[config.mk]
export PLATFORM = sky130hd
export DESIGN_NAME = ysyx_22050854_divider
export DESIGN_NICKNAME = d
export VERILOG_FILES = /design/src/rtl/ysyx_22050854_divider.sv
export SDC_FILE = /design/constraint.sdc
export NUM_CORES = 1
export LEC_CHECK = 0
export BUFFER_PORTS_ARGS = -buffer_cell sky130_fd_sc_hd__buf_2
export CELL_PAD_IN_SITES_DETAIL_PLACEMENT = 0
export CELL_PAD_IN_SITES_GLOBAL_PLACEMENT = 2
export CORE_MARGIN = 3
export CORE_UTILIZATION = 40
export CTS_BUF_LIST = sky130_fd_sc_hd__clkbuf_4 sky130_fd_sc_hd__clkbuf_8
export CTS_CLUSTER_SIZE = 20
export DETAILED_ROUTE_END_ITERATION = 7
export GPL_ROUTABILITY_DRIVEN = 0
export GPL_TIMING_DRIVEN = 0
export PLACE_DENSITY = 0.88
export SYNTH_ARGS = -nofsm -noshare
export SYNTH_HDL_FRONTEND = slang
export SYNTH_SLANG_ARGS = --single-unit
export TNS_END_PERCENT = 1
[constraint.sdc]
create_clock -name clk -period 12 [get_ports clk]
set_input_delay 2.4 -clock clk [delete_from_list [all_inputs] [get_ports clk]]
set_output_delay 2.4 -clock clk [all_outputs]
set_load 0.01 [all_outputs]
[src/rtl/ysyx_22050854_divider.sv]
// rtl/ysyx_22050854_divider.sv - radix-2 restoring divider, 64-bit and word ops (option macro: YSYX_22050854_DIV_FASTZERO_EN)
module ysyx_22050854_divider (
    input  logic        clk,
    input  logic        rst_n,
    input  logic        div_valid,
    output logic        div_ready,
    input  logic        div_signed,
    input  logic        divw,
    input  logic [63:0] dividend,
    input  logic [63:0] divisor,
    input  logic        flush,
    output logic        out_valid,
    output logic [63:0] quotient,
    output logic [63:0] remainder
);

    typedef enum logic [1:0] {
        S_IDLE = 2'd0,
        S_CALC = 2'd1,
        S_DONE = 2'd2
    } state_t;

    state_t      r_state;
    state_t      w_state_nxt;

    logic [5:0]  r_cnt;
    logic [63:0] r_acc;        // partial remainder
    logic [63:0] r_quo;        // dividend bits shift out the top, quotient bits shift in the bottom
    logic [63:0] r_dvs;        // divisor magnitude
    logic [63:0] r_zrem;       // remainder to report if the divisor was zero
    logic        r_word;
    logic        r_neg_q;
    logic        r_neg_r;
    logic        r_dvs_zero;
    logic [63:0] r_quotient;
    logic [63:0] r_remainder;

    logic        w_accept;
    logic [63:0] w_dvd_ext;
    logic [63:0] w_dvs_ext;
    logic        w_dvd_neg;
    logic        w_dvs_neg;
    logic [63:0] w_dvd_mag;
    logic [63:0] w_dvs_mag;
    logic        w_dvs_zero;
    logic [63:0] w_zero_rem;
    logic [64:0] w_trial;
    logic        w_ge;
    logic [63:0] w_acc_nxt;
    logic [63:0] w_quo_nxt;
    logic        w_last;
    logic [63:0] w_q_mag;
    logic [63:0] w_q_fix;
    logic [63:0] w_r_fix;
    logic [63:0] w_q_res;
    logic [63:0] w_r_res;

    assign w_accept = (r_state == S_IDLE) && div_valid && !flush;

    // Operand extension for word ops and conversion to unsigned magnitudes
    always_comb begin
        w_dvd_ext  = dividend;
        w_dvs_ext  = divisor;
        w_zero_rem = dividend;
        if (divw) begin
            w_dvd_ext  = {{32{div_signed & dividend[31]}}, dividend[31:0]};
            w_dvs_ext  = {{32{div_signed & divisor[31]}}, divisor[31:0]};
            w_zero_rem = {{32{dividend[31]}}, dividend[31:0]};
        end
        w_dvd_neg  = div_signed & w_dvd_ext[63];
        w_dvs_neg  = div_signed & w_dvs_ext[63];
        w_dvd_mag  = w_dvd_neg ? (64'd0 - w_dvd_ext) : w_dvd_ext;
        w_dvs_mag  = w_dvs_neg ? (64'd0 - w_dvs_ext) : w_dvs_ext;
        w_dvs_zero = (w_dvs_ext == 64'd0);
    end

    // One restoring step: shift in the next dividend bit, subtract if it fits
    always_comb begin
        w_trial   = {r_acc, r_quo[63]};
        w_ge      = (w_trial >= {1'b0, r_dvs});
        w_acc_nxt = w_ge ? (w_trial[63:0] - r_dvs) : w_trial[63:0];
        w_quo_nxt = {r_quo[62:0], w_ge};
        w_last    = r_word ? (r_cnt == 6'd31) : (r_cnt == 6'd63);
    end

    // Final sign fix-up, divide-by-zero override and word sign-extension
    always_comb begin
        w_q_mag = r_word ? {32'd0, w_quo_nxt[31:0]} : w_quo_nxt;
        w_q_fix = r_neg_q ? (64'd0 - w_q_mag) : w_q_mag;
        w_r_fix = r_neg_r ? (64'd0 - w_acc_nxt) : w_acc_nxt;
        if (r_dvs_zero) begin
            w_q_fix = '1;
            w_r_fix = r_zrem;
        end
        w_q_res = w_q_fix;
        w_r_res = w_r_fix;
        if (r_word) begin
            w_q_res = {{32{w_q_fix[31]}}, w_q_fix[31:0]};
            w_r_res = {{32{w_r_fix[31]}}, w_r_fix[31:0]};
        end
    end

    // State register
    always_ff @(posedge clk or negedge rst_n) begin
        if (!rst_n) begin
            r_state <= S_IDLE;
        end else begin
            r_state <= w_state_nxt;
        end
    end

    // Next-state logic; flush always wins and returns to IDLE
    always_comb begin
        w_state_nxt = r_state;
        case (r_state)
            S_IDLE: begin
                if (w_accept) begin
`ifdef YSYX_22050854_DIV_FASTZERO_EN
                    w_state_nxt = w_dvs_zero ? S_DONE : S_CALC;
`else
                    w_state_nxt = S_CALC;
`endif
                end
            end
            S_CALC: begin
                if (flush) begin
                    w_state_nxt = S_IDLE;
                end else if (w_last) begin
                    w_state_nxt = S_DONE;
                end
            end
            S_DONE: w_state_nxt = S_IDLE;
            default: w_state_nxt = S_IDLE;
        endcase
    end

    // Handshake outputs decoded from state
    always_comb begin
        div_ready = (r_state == S_IDLE);
        out_valid = (r_state == S_DONE);
    end

    // Datapath: load on acceptance, iterate in CALC, capture results on the last step
    always_ff @(posedge clk or negedge rst_n) begin
        if (!rst_n) begin
            r_cnt       <= 6'd0;
            r_acc       <= 64'd0;
            r_quo       <= 64'd0;
            r_dvs       <= 64'd0;
            r_zrem      <= 64'd0;
            r_word      <= 1'b0;
            r_neg_q     <= 1'b0;
            r_neg_r     <= 1'b0;
            r_dvs_zero  <= 1'b0;
            r_quotient  <= 64'd0;
            r_remainder <= 64'd0;
        end else if (w_accept) begin
            r_cnt      <= 6'd0;
            r_acc      <= 64'd0;
            r_quo      <= divw ? {w_dvd_mag[31:0], 32'd0} : w_dvd_mag;
            r_dvs      <= w_dvs_mag;
            r_zrem     <= w_zero_rem;
            r_word     <= divw;
            r_neg_q    <= w_dvd_neg ^ w_dvs_neg;
            r_neg_r    <= w_dvd_neg;
            r_dvs_zero <= w_dvs_zero;
`ifdef YSYX_22050854_DIV_FASTZERO_EN
            if (w_dvs_zero) begin
                r_quotient  <= '1;
                r_remainder <= w_zero_rem;
            end
`endif
        end else if (r_state == S_CALC && !flush) begin
            r_acc <= w_acc_nxt;
            r_quo <= w_quo_nxt;
            r_cnt <= r_cnt + 6'd1;
            if (w_last) begin
                r_quotient  <= w_q_res;
                r_remainder <= w_r_res;
            end
        end
    end

    assign quotient  = r_quotient;
    assign remainder = r_remainder;

endmodule

Yosys cells after proc, flatten, opt, wreduce, memory -nomap -nowiden
Index checks and enable logic that the tools add are counted.
Cells by class
  add/subtract/negate cells: 6
  $lt $le $gt $ge: 1
  equality and inequality tests: 6
  multiplexer cells: 25
  bitwise logic cells: 6
  reduce and logical (&&, ||, !) cells: 9
Operators with widths (count)
  $mux W64: 18
  $sub A1 B64 Y64 const A: 4
  $ge A65 B64 Y1: 1
  $logic_not A64 Y1: 1
  $sub A64 B64 Y64: 1
  $mux W6: 2
  $add A6 B1 Y6 const B: 1
  $eq A6 B5 Y1 const B: 1
  $eq A6 B6 Y1 const B: 1
  $mux W2: 3
  $and A1 B1 Y1: 4
  $pmux W2 S2: 1
  $logic_and A1 B1 Y1: 3
  $ne A3 B3 Y1 const B: 1
  $reduce_and A3 Y1: 1
  $eq A2 B1 Y1 const B: 1
  $eq A2 B2 Y1 const B: 1
  $logic_not A2 Y1: 1
  $ne A2 B1 Y1 const B: 1
  $reduce_and A2 Y1: 1
  $reduce_bool A2 Y1: 1
  $logic_not A1 Y1: 1
  $mux W1: 1
  $not A1 Y1: 1
  $xor A1 B1 Y1: 1
Word-level totals
  bits in registers: 396
  logic and storage cells: 65

Longest topological paths before layout
Gate-level depths: netlist of the first run.
  word-level depth: 6
  mapped depth: 25
  gate-level depth less buffers: 19

Worst setup path before layout of the first run
OpenSTA, ideal clock, no wires.
  path type: in2reg
  start point: input dividend[16]
  end point: register r_quo[61]
  setup time: 141 ps
  arrival time: 5702 ps
  required time: 11859 ps
  slack: 6156 ps
  stages: 12
  cells stage by stage: or4_1 > nor4b_1 > nand4_1 > or2_1 > nor3b_2 > o21ai_1 > or4_1 > o41ai_1 > xor2_1 > nor2_1 > a211oi_1 > a31oi_1
Between the ends
  word-level cells in the longest chain between the ends: 5
RTL lines
  start, declared: RTL line 9  | input logic [63:0] dividend,
  $mux W64: RTL line 65  | if (divw) begin
  $sub A1 B64 Y64: RTL line 72  | w_dvd_mag = w_dvd_neg ? (64'd0 - w_dvd_ext) : w_dvd_ext;
  $mux W64: RTL line 72
  $mux W64: RTL line 160  | r_quo <= divw ? {w_dvd_mag[31:0], 32'd0} : w_dvd_mag;
  $mux W64: RTL line 157  | end else if (w_accept) begin
  end signal, assigned: RTL line 160
  end signal, assigned: RTL line 175  | r_quo <= w_quo_nxt;
  end, declared: RTL line 28  | logic [63:0] r_quo;
Every way passes these cells.
A chain may end at the register's enable or synchronous reset.

Worst setup path after layout of the first run
  start point: register r_dvs[50]
  end point: register r_remainder[32] (netlist: remainder[32])
Between the ends
  word-level cells in the longest chain between the ends: 6
RTL lines
  start, declared: RTL line 29  | logic [63:0] r_dvs;
  start signal, assigned: RTL line 161  | r_dvs <= w_dvs_mag;
  $ge A65 B64 Y1 *: RTL line 80  | w_ge = (w_trial >= {1'b0, r_dvs});
  $mux W64 *: RTL line 81  | w_acc_nxt = w_ge ? (w_trial[63:0] - r_dvs) : w_trial[63:0];
  $sub A1 B64 Y64: RTL line 90  | w_r_fix = r_neg_r ? (64'd0 - w_acc_nxt) : w_acc_nxt;
  $mux W64 *: RTL line 90
  $mux W64 *: RTL line 91  | if (r_dvs_zero) begin
  $mux W64 *: RTL line 97  | if (r_word) begin
  end signal, assigned: RTL line 179  | r_remainder <= w_r_res;
  end, declared: RTL line 36  | logic [63:0] r_remainder;
Every way passes the cells marked *; elsewhere a longest branch is shown, timed or not.

==> results of run 1 <==
-- per-layer routing --
metal | global-route usage, % | vias to the layer above | part of all wire (%)
li1 | - | 14300 | -
met1 | 51.4 | 15800 | 43
met2 | 52.2 | 1863 | 42
met3 | 10.3 | 285 | 12
met4 | 11.0 | 2 | 3.3
met5 | 0 | - | 0.0091
-- sequential cells by signal, summed over array words and instances, names as in the netlist --
register,cells
r_word,1
quotient,64
r_dvs_zero,1
r_acc,64
r_zrem,64
r_neg_q,1
r_state,2
r_cnt,6
r_quo,64
r_neg_r,1
remainder,64
r_dvs,64
-- worst max path at each step --
stage                      start             to  slack [ns]  cells after the start
floorplan           dividend[16]      r_quo[61]        6.16                     12
global placement           rst_n       r_quo[8]        0.06                      1
detailed placement     r_dvs[48]   quotient[52]        3.50                     22
CTS                    r_dvs[48]  remainder[32]        3.48                     24
global route           r_dvs[50]  remainder[32]        2.66                     24
finish                 r_dvs[50]  remainder[32]        3.06                     24
-- synth_stat cells (all sizes together) (77+ instances only) --
cell / count / area [um2]
nand2: 570 / 2140
dfrtp: 396 / 9910
nor2: 372 / 1400
o21ai: 333 / 1670
a21oi: 305 / 1540
clkbuf: 204 / 766
xor2: 154 / 1350
inv: 107 / 402
xnor2: 103 / 902
a31oi: 91 / 584
nor3: 88 / 445
mux2i: 85 / 851
nand3: 77 / 403
-- final cells by class --
type	count	area, um2	area share (%)
antenna	6	15.0	0.0446
buffer	248	987	2.93
clock buffer	120	1520	4.52
clock inverter	18	170	0.506
inverter	107	402	1.19
multi-input combinational	3013	18100	53.7
sequential	396	9910	29.4
tap	950	1190	3.53
timing repair buffer	264	1400	4.16
-- layout by cell type (no fill, tap or decap), types with 16 or more instances in the layout --
cell,synthesis,routed
a211oi_1,64,64
a21o_1,28,28
a21oi_1,301,301
a31oi_1,90,90
and2_1,30,30
and3_1,18,18
buf_1,16,16
buf_2,24,284
clkbuf_1,204,204
clkbuf_4,0,21
clkbuf_8,0,99
dfrtp_1,396,396
ha_1,69,69
inv_1,106,106
mux2i_1,85,85
nand2_1,569,569
nand2b_1,18,18
nand3_1,75,75
nand4_1,40,40
nor2_1,372,372
nor2b_1,17,17
nor3_1,87,87
nor4_1,42,42
o211ai_1,30,30
o21a_1,26,26
o21ai_0,309,309
o21ai_1,24,24
o22ai_1,39,39
o31ai_1,64,64
o41ai_1,18,18
or3_1,43,43
or4_1,23,23
xnor2_1,103,103
xor2_1,154,154
-- critical path: cells and delay by family (launching register included) --
kind / cells / cell delay, ns
AOI/OAI and AO/OA: 10 / 3.17
xor gates and xnor gates: 1 / 0.20
adders and majority gates: 2 / 0.69
buffers and inverters: 7 / 3.25
DFF: 1 / 0.39
muxes: 1 / 0.41
and+or+nand+nor: 3 / 0.67
-- logic make-up (layout without fill, tap and decap cells) --
group	after synthesis	in the layout	share of synthesized area [%]
buffers and inverters	355	757	4.73
other	0	6	0
AOI/OAI and AO/OA	1188	1188	25.8
xor gates and xnor gates	257	257	7.66
DFF	396	396	33.7
adders and majority gates	70	70	3.01
muxes	95	95	3.28
and+or+nand+nor	1403	1403	21.7
-- where the power goes --
part	switching, mW	leakage [nW]	total (mW)	internal (mW)
logic	1.13	8.77	1.63	0.501
registers	0.187	5.18	1.68	1.49
clock network	0.668	0.896	1.50	0.837
total	1.98	14.8	4.81	2.83
==> impl_metrics.tcl, run 1 <==
set metrics [dict create \
    status "finished, final reports clean" \
    cts_tree "done" \
    cts.clk_slew.worst_paths_ns 0.06 \
    fp.dieW_um 277 \
    worstMarginPinSlew_ns 1.30 \
    setup_ws_ns 3.06 \
    crit_required_ns 12.54 \
    wirelength_um 142000 \
    grt_overflow 0 \
    drive_gt1_share_pct 12.0 \
    crit_fanout 10 \
    clock_sinks 396 \
    grtUsageTotal_pct 35.9 \
    r2r_start "r_dvs[50]" \
    grt_pass1_wl_um 207000 \
    leakagePower_nw 14.8 \
    cts_buffer_depth 3 \
    syn_inst 3764 \
    ios 264 \
    cap_violations 0 \
    yosysUniqueCellTypes 103 \
    critPathLaunchType "flop" \
    async_reset_ff_share_pct 100 \
    synth_edf_count 0 \
    grt_max_degree 115 \
    cts_resized 0 \
    final_util_pct 46.7 \
    rows 98 \
    whs_ns 0.480 \
    drc 0 \
    synth-seq-area-share_pct 33.7 \
    grt_pass1_vias 30800 \
    n_fill_cell 7582 \
    dp_slack_ns 3.50 \
    vias_per_cell 6.30 \
    synth_area_um2 29400 \
    hold_end "remainder[29]" \
    cts_max_level 3 \
    die_h_um 277 \
    postSynthAreaPerCell_um2 7.80 \
    ff2ff_setup_slack_ns 3.06 \
    synth-seq-cells 396 \
    hold_depth 2 \
    slowest_delay_ns 0.88 \
    fmax_mhz 112 \
    period_needed_ns 8.94 \
    core_um2 72100 \
    ctsHoldBuffers 0 \
    holdCritPathClass "reg2reg" \
    peakVddDrop_mv 0.0850 \
    start_util_pct 40.7 \
    finalHoldViolCount 0 \
    clock_latency_ns 0.69 \
    dr.pass1.iters 6 \
    period_share_pct 74.5 \
    cellPowerDensity_nw_per_um2 143 \
    setup_viol 0 \
    setup_tns_ns 0 \
    routedWlPerCell_um 27.8 \
    hpwl_um 114000 \
    rr_worst_depth 24 \
    ys.warnings.count 0 \
    slew_headroom_pct 11.9 \
    r2r-end "remainder[32]" \
    grt_antenna_before_repair 13 \
    cts_buffers 77 \
    synth-main-ff-cell "dfrtp_1" \
    worstPathCellList "inv_1 > ha_1 > clkbuf_1 > a21oi_1 > o21ai_0 > a21oi_1 > o21ai_0 > a21oi_2 > nand2_2 > inv_2 > buf_2 > clkbuf_1 > clkbuf_1 > buf_1 > mux2i_1 > ha_1 > nand3_1 > or4_1 > o41a_1 > a2111oi_1 > a21oi_1 > xnor2_1 > o22ai_1 > o21ai_0" \
    fp.dieArea_um2 76700 \
    path_class "reg2reg" \
    dpl-instance-area_um2 32000 \
    clockRootBuffer "clkbuf_8" \
    power.total_mw 4.81 \
    layout.cells.non_filler 5122 \
    synth_nets 3968 \
    hp-start "remainder[29]" \
    vias 32300 \
    syn2layout_area_growth_pct 14.6 \
    post_cts_buffers 0 \
    maxSlewViolCount 0 \
    rsz0062_at_grt "no" \
    dr.first_iter.drc_count 4287 \
    drtAntennaViolNets 0 \
    final_nets 4311 \
    io_buffers 261 \
    final_design_area_no_fill_um2 33700 \
    skew_ns 0.0308 \
    cp.arrival_ns 9.48 \
    cp-end-kind "flop" \
    cp_slowest_cell "a2111oi_1" \
    dp.cells 4978 \
]
Note: power is estimated with default switching activity, not from simulation.
==> inputs of run 2 (changes only) <==
--- a/config.mk
+++ b/config.mk
@@ -9,13 +9,13 @@
 export CELL_PAD_IN_SITES_DETAIL_PLACEMENT = 0
 export CELL_PAD_IN_SITES_GLOBAL_PLACEMENT = 2
 export CORE_MARGIN = 3
-export CORE_UTILIZATION = 40
+export CORE_UTILIZATION = 33
 export CTS_BUF_LIST = sky130_fd_sc_hd__clkbuf_4 sky130_fd_sc_hd__clkbuf_8
 export CTS_CLUSTER_SIZE = 20
 export DETAILED_ROUTE_END_ITERATION = 7
 export GPL_ROUTABILITY_DRIVEN = 0
 export GPL_TIMING_DRIVEN = 0
-export PLACE_DENSITY = 0.88
+export PLACE_DENSITY = 0.77
 export SYNTH_ARGS = -nofsm -noshare
 export SYNTH_HDL_FRONTEND = slang
 export SYNTH_SLANG_ARGS = --single-unit
==> constraint.sdc (replaced) <==
create_clock -name clk -period 7.6 [get_ports clk]
set_input_delay 1.52 -clock clk [delete_from_list [all_inputs] [get_ports clk]]
set_output_delay 1.52 -clock clk [all_outputs]
set_load 0.01 [all_outputs]
==> impl_metrics.tcl, run 2 (same netlist as run 1, synthesis figures left out) <==
set metrics [dict create \
    syn2layout_area_growth_pct 15.6 \
    use_met1_pct 46.0 \
    final_nets 4312 \
    critPathLaunchType "flop" \
    wirelength_um 150000 \
    fmax_mhz 136 \
    drive_gt1_share_pct 12.2 \
    core_um2 87600 \
    hpwl_um 121000 \
    cts_max_level 3 \
    cp-end-kind "flop" \
    die_h_um 304 \
    n_fill_cell 9478 \
    maxSlewViolCount 0 \
    grt_pass1_vias 30400 \
    drtAntennaViolNets 0 \
    mostFrequentLayoutCells "nand2_1, dfrtp_1, nor2_1" \
    rsz0062_at_grt "no" \
    dr.first_iter.drc_count 3586 \
    io_buffers 261 \
    final_util_pct 38.8 \
    busiest_layer "met1" \
    skew_ns 0.0704 \
    cellPowerDensity_nw_per_um2 223 \
    cts_buffer_depth 3 \
    grt_overflow 0 \
    fp.dieArea_um2 92600 \
    crit_fanout 10 \
    hp-start "remainder[31]" \
    worstPathCellList "inv_1 > ha_1 > clkbuf_1 > a21oi_1 > o21ai_0 > a21oi_1 > o21ai_0 > a21oi_2 > nand2_2 > inv_2 > buf_2 > clkbuf_4 > clkbuf_4 > clkbuf_4 > ha_1 > nand3_1 > or2_2 > clkbuf_1 > or3_1 > o31ai_1 > xor2_1 > a21oi_1 > o221a_2" \
    period_share_pct 97.0 \
    r2r_start "r_dvs[50]" \
    slew_headroom_pct 10.9 \
    crit_required_ns 8.16 \
    met2_usage_pct 44.9 \
    cp_num_buf_inv 8 \
    crit_path_start "r_dvs[50]" \
    routedWlPerCell_um 28.1 \
    grt_antenna_before_repair 14 \
    peakVddDrop_mv 0.132 \
    grtUsageTotal_pct 31.1 \
    holdCritPathClass "reg2reg" \
    post_cts_buffers 0 \
    dr.pass1.iters 5 \
    final_common_cell "nand2_1" \
    vias 32200 \
    power.total_mw 7.57 \
    fp.dieW_um 304 \
    vias_per_cell 6.05 \
    cts_tree "done" \
    cp.arrival_ns 7.94 \
    finalHoldViolCount 0 \
    path_class "reg2reg" \
    leakagePower_nw 14.9 \
    drc 0 \
    setup_viol 0 \
    worstMarginPinSlew_ns 1.34 \
    setup_tns_ns 0 \
    cts_buffers 78 \
    ios 264 \
    start_util_pct 33.5 \
    cts.clk_slew.worst_paths_ns 0.06 \
    met3_usage_pct 6.78 \
    cp_slowest_cell "or3_1" \
    cap_violations 0 \
    grt_max_degree 109 \
    clock_sinks 396 \
    grt_pass1_wl_um 215000 \
    status "finished, final reports clean" \
    clockRootBuffer "clkbuf_8" \
    slowest_delay_ns 0.49 \
    rows 108 \
    period_needed_ns 7.38 \
    critPathTopFamily "buffers and inverters" \
    clock_latency_ns 0.74 \
]
## run 2: tightest hold or removal path, delay by kind of cell (launching register included)
| family | cells | cell delay [ns] |
|---|---|---|
| DFF | 1 | 0.34 |
| and+or+nand+nor | 2 | 0.10 |
## run 2: path summary, 6_finish.rpt
path	cells past startpoint	slack, ns	to
worst max-delay path	23	0.22	quotient[56]
worst min-delay path	2	0.48	remainder[31]
worst max register to register	23	0.22	quotient[56]
worst min register to register	2	0.48	remainder[31]
max in group asynchronous	5	5.18	quotient[45]
min in group asynchronous	2	0.83	r_dvs[26]
## run 2: report_power, final
part	switching, mW	total, mW	internal, mW	leakage [nW]
clock	1.07	2.31	1.24	0.858
sequential	0.291	2.65	2.36	5.18
combinational	1.81	2.61	0.797	8.82
total	3.17	7.57	4.40	14.9
## run 2: cell type report
| class | instances | area (um2) | area share [%] |
|---|---|---|---|
| multi-input cells | 3013 | 18100 | 53.3 |
| flip-flops and latches | 396 | 9910 | 29.2 |
| clock buffers | 114 | 1460 | 4.31 |
| repair buffers | 266 | 1450 | 4.28 |
| well taps | 1155 | 1450 | 4.25 |
| plain buffers | 246 | 1010 | 2.96 |
| inverters | 107 | 402 | 1.18 |
| clock inverters | 21 | 151 | 0.446 |
| diodes | 11 | 27.5 | 0.0810 |
## run 2: metrics by stage
step / setup WS (ns) / area, um2 / hold slack, ns / cells
4_1_cts: 0.0583 / 33900 / 0.480 / 5318
6_report: 0.225 / 34000 / 0.476 / 5329
2_1_floorplan: 1.89 / 29400 / 0.440 / 3764
3_3_place_gp: -3.58 / 32100 / 0.462 / 5180
3_5_place_dp: -1.09 / 32300 / 0.466 / 5185
5_1_grt: 0.00170 / 33900 / 0.498 / 5322
## run 2: per-layer routing
layer  up-vias  part of all wire (%)  routed length, um
li1      14300                     -                  -
met3       226                   9.9              14800
met4         6                   3.1               4600
met2      1702                    42              62300
met1     16000                    45              68200
met5         -                 0.027                 41
## run 2: what timing repair did
action                                  4_1_cts  5_1_grt
endpoints found under the setup margin       37       27
resized for setup                             9       16
hold buffers                                  0        0
cloned                                        0        0
pin swaps                                     0        0
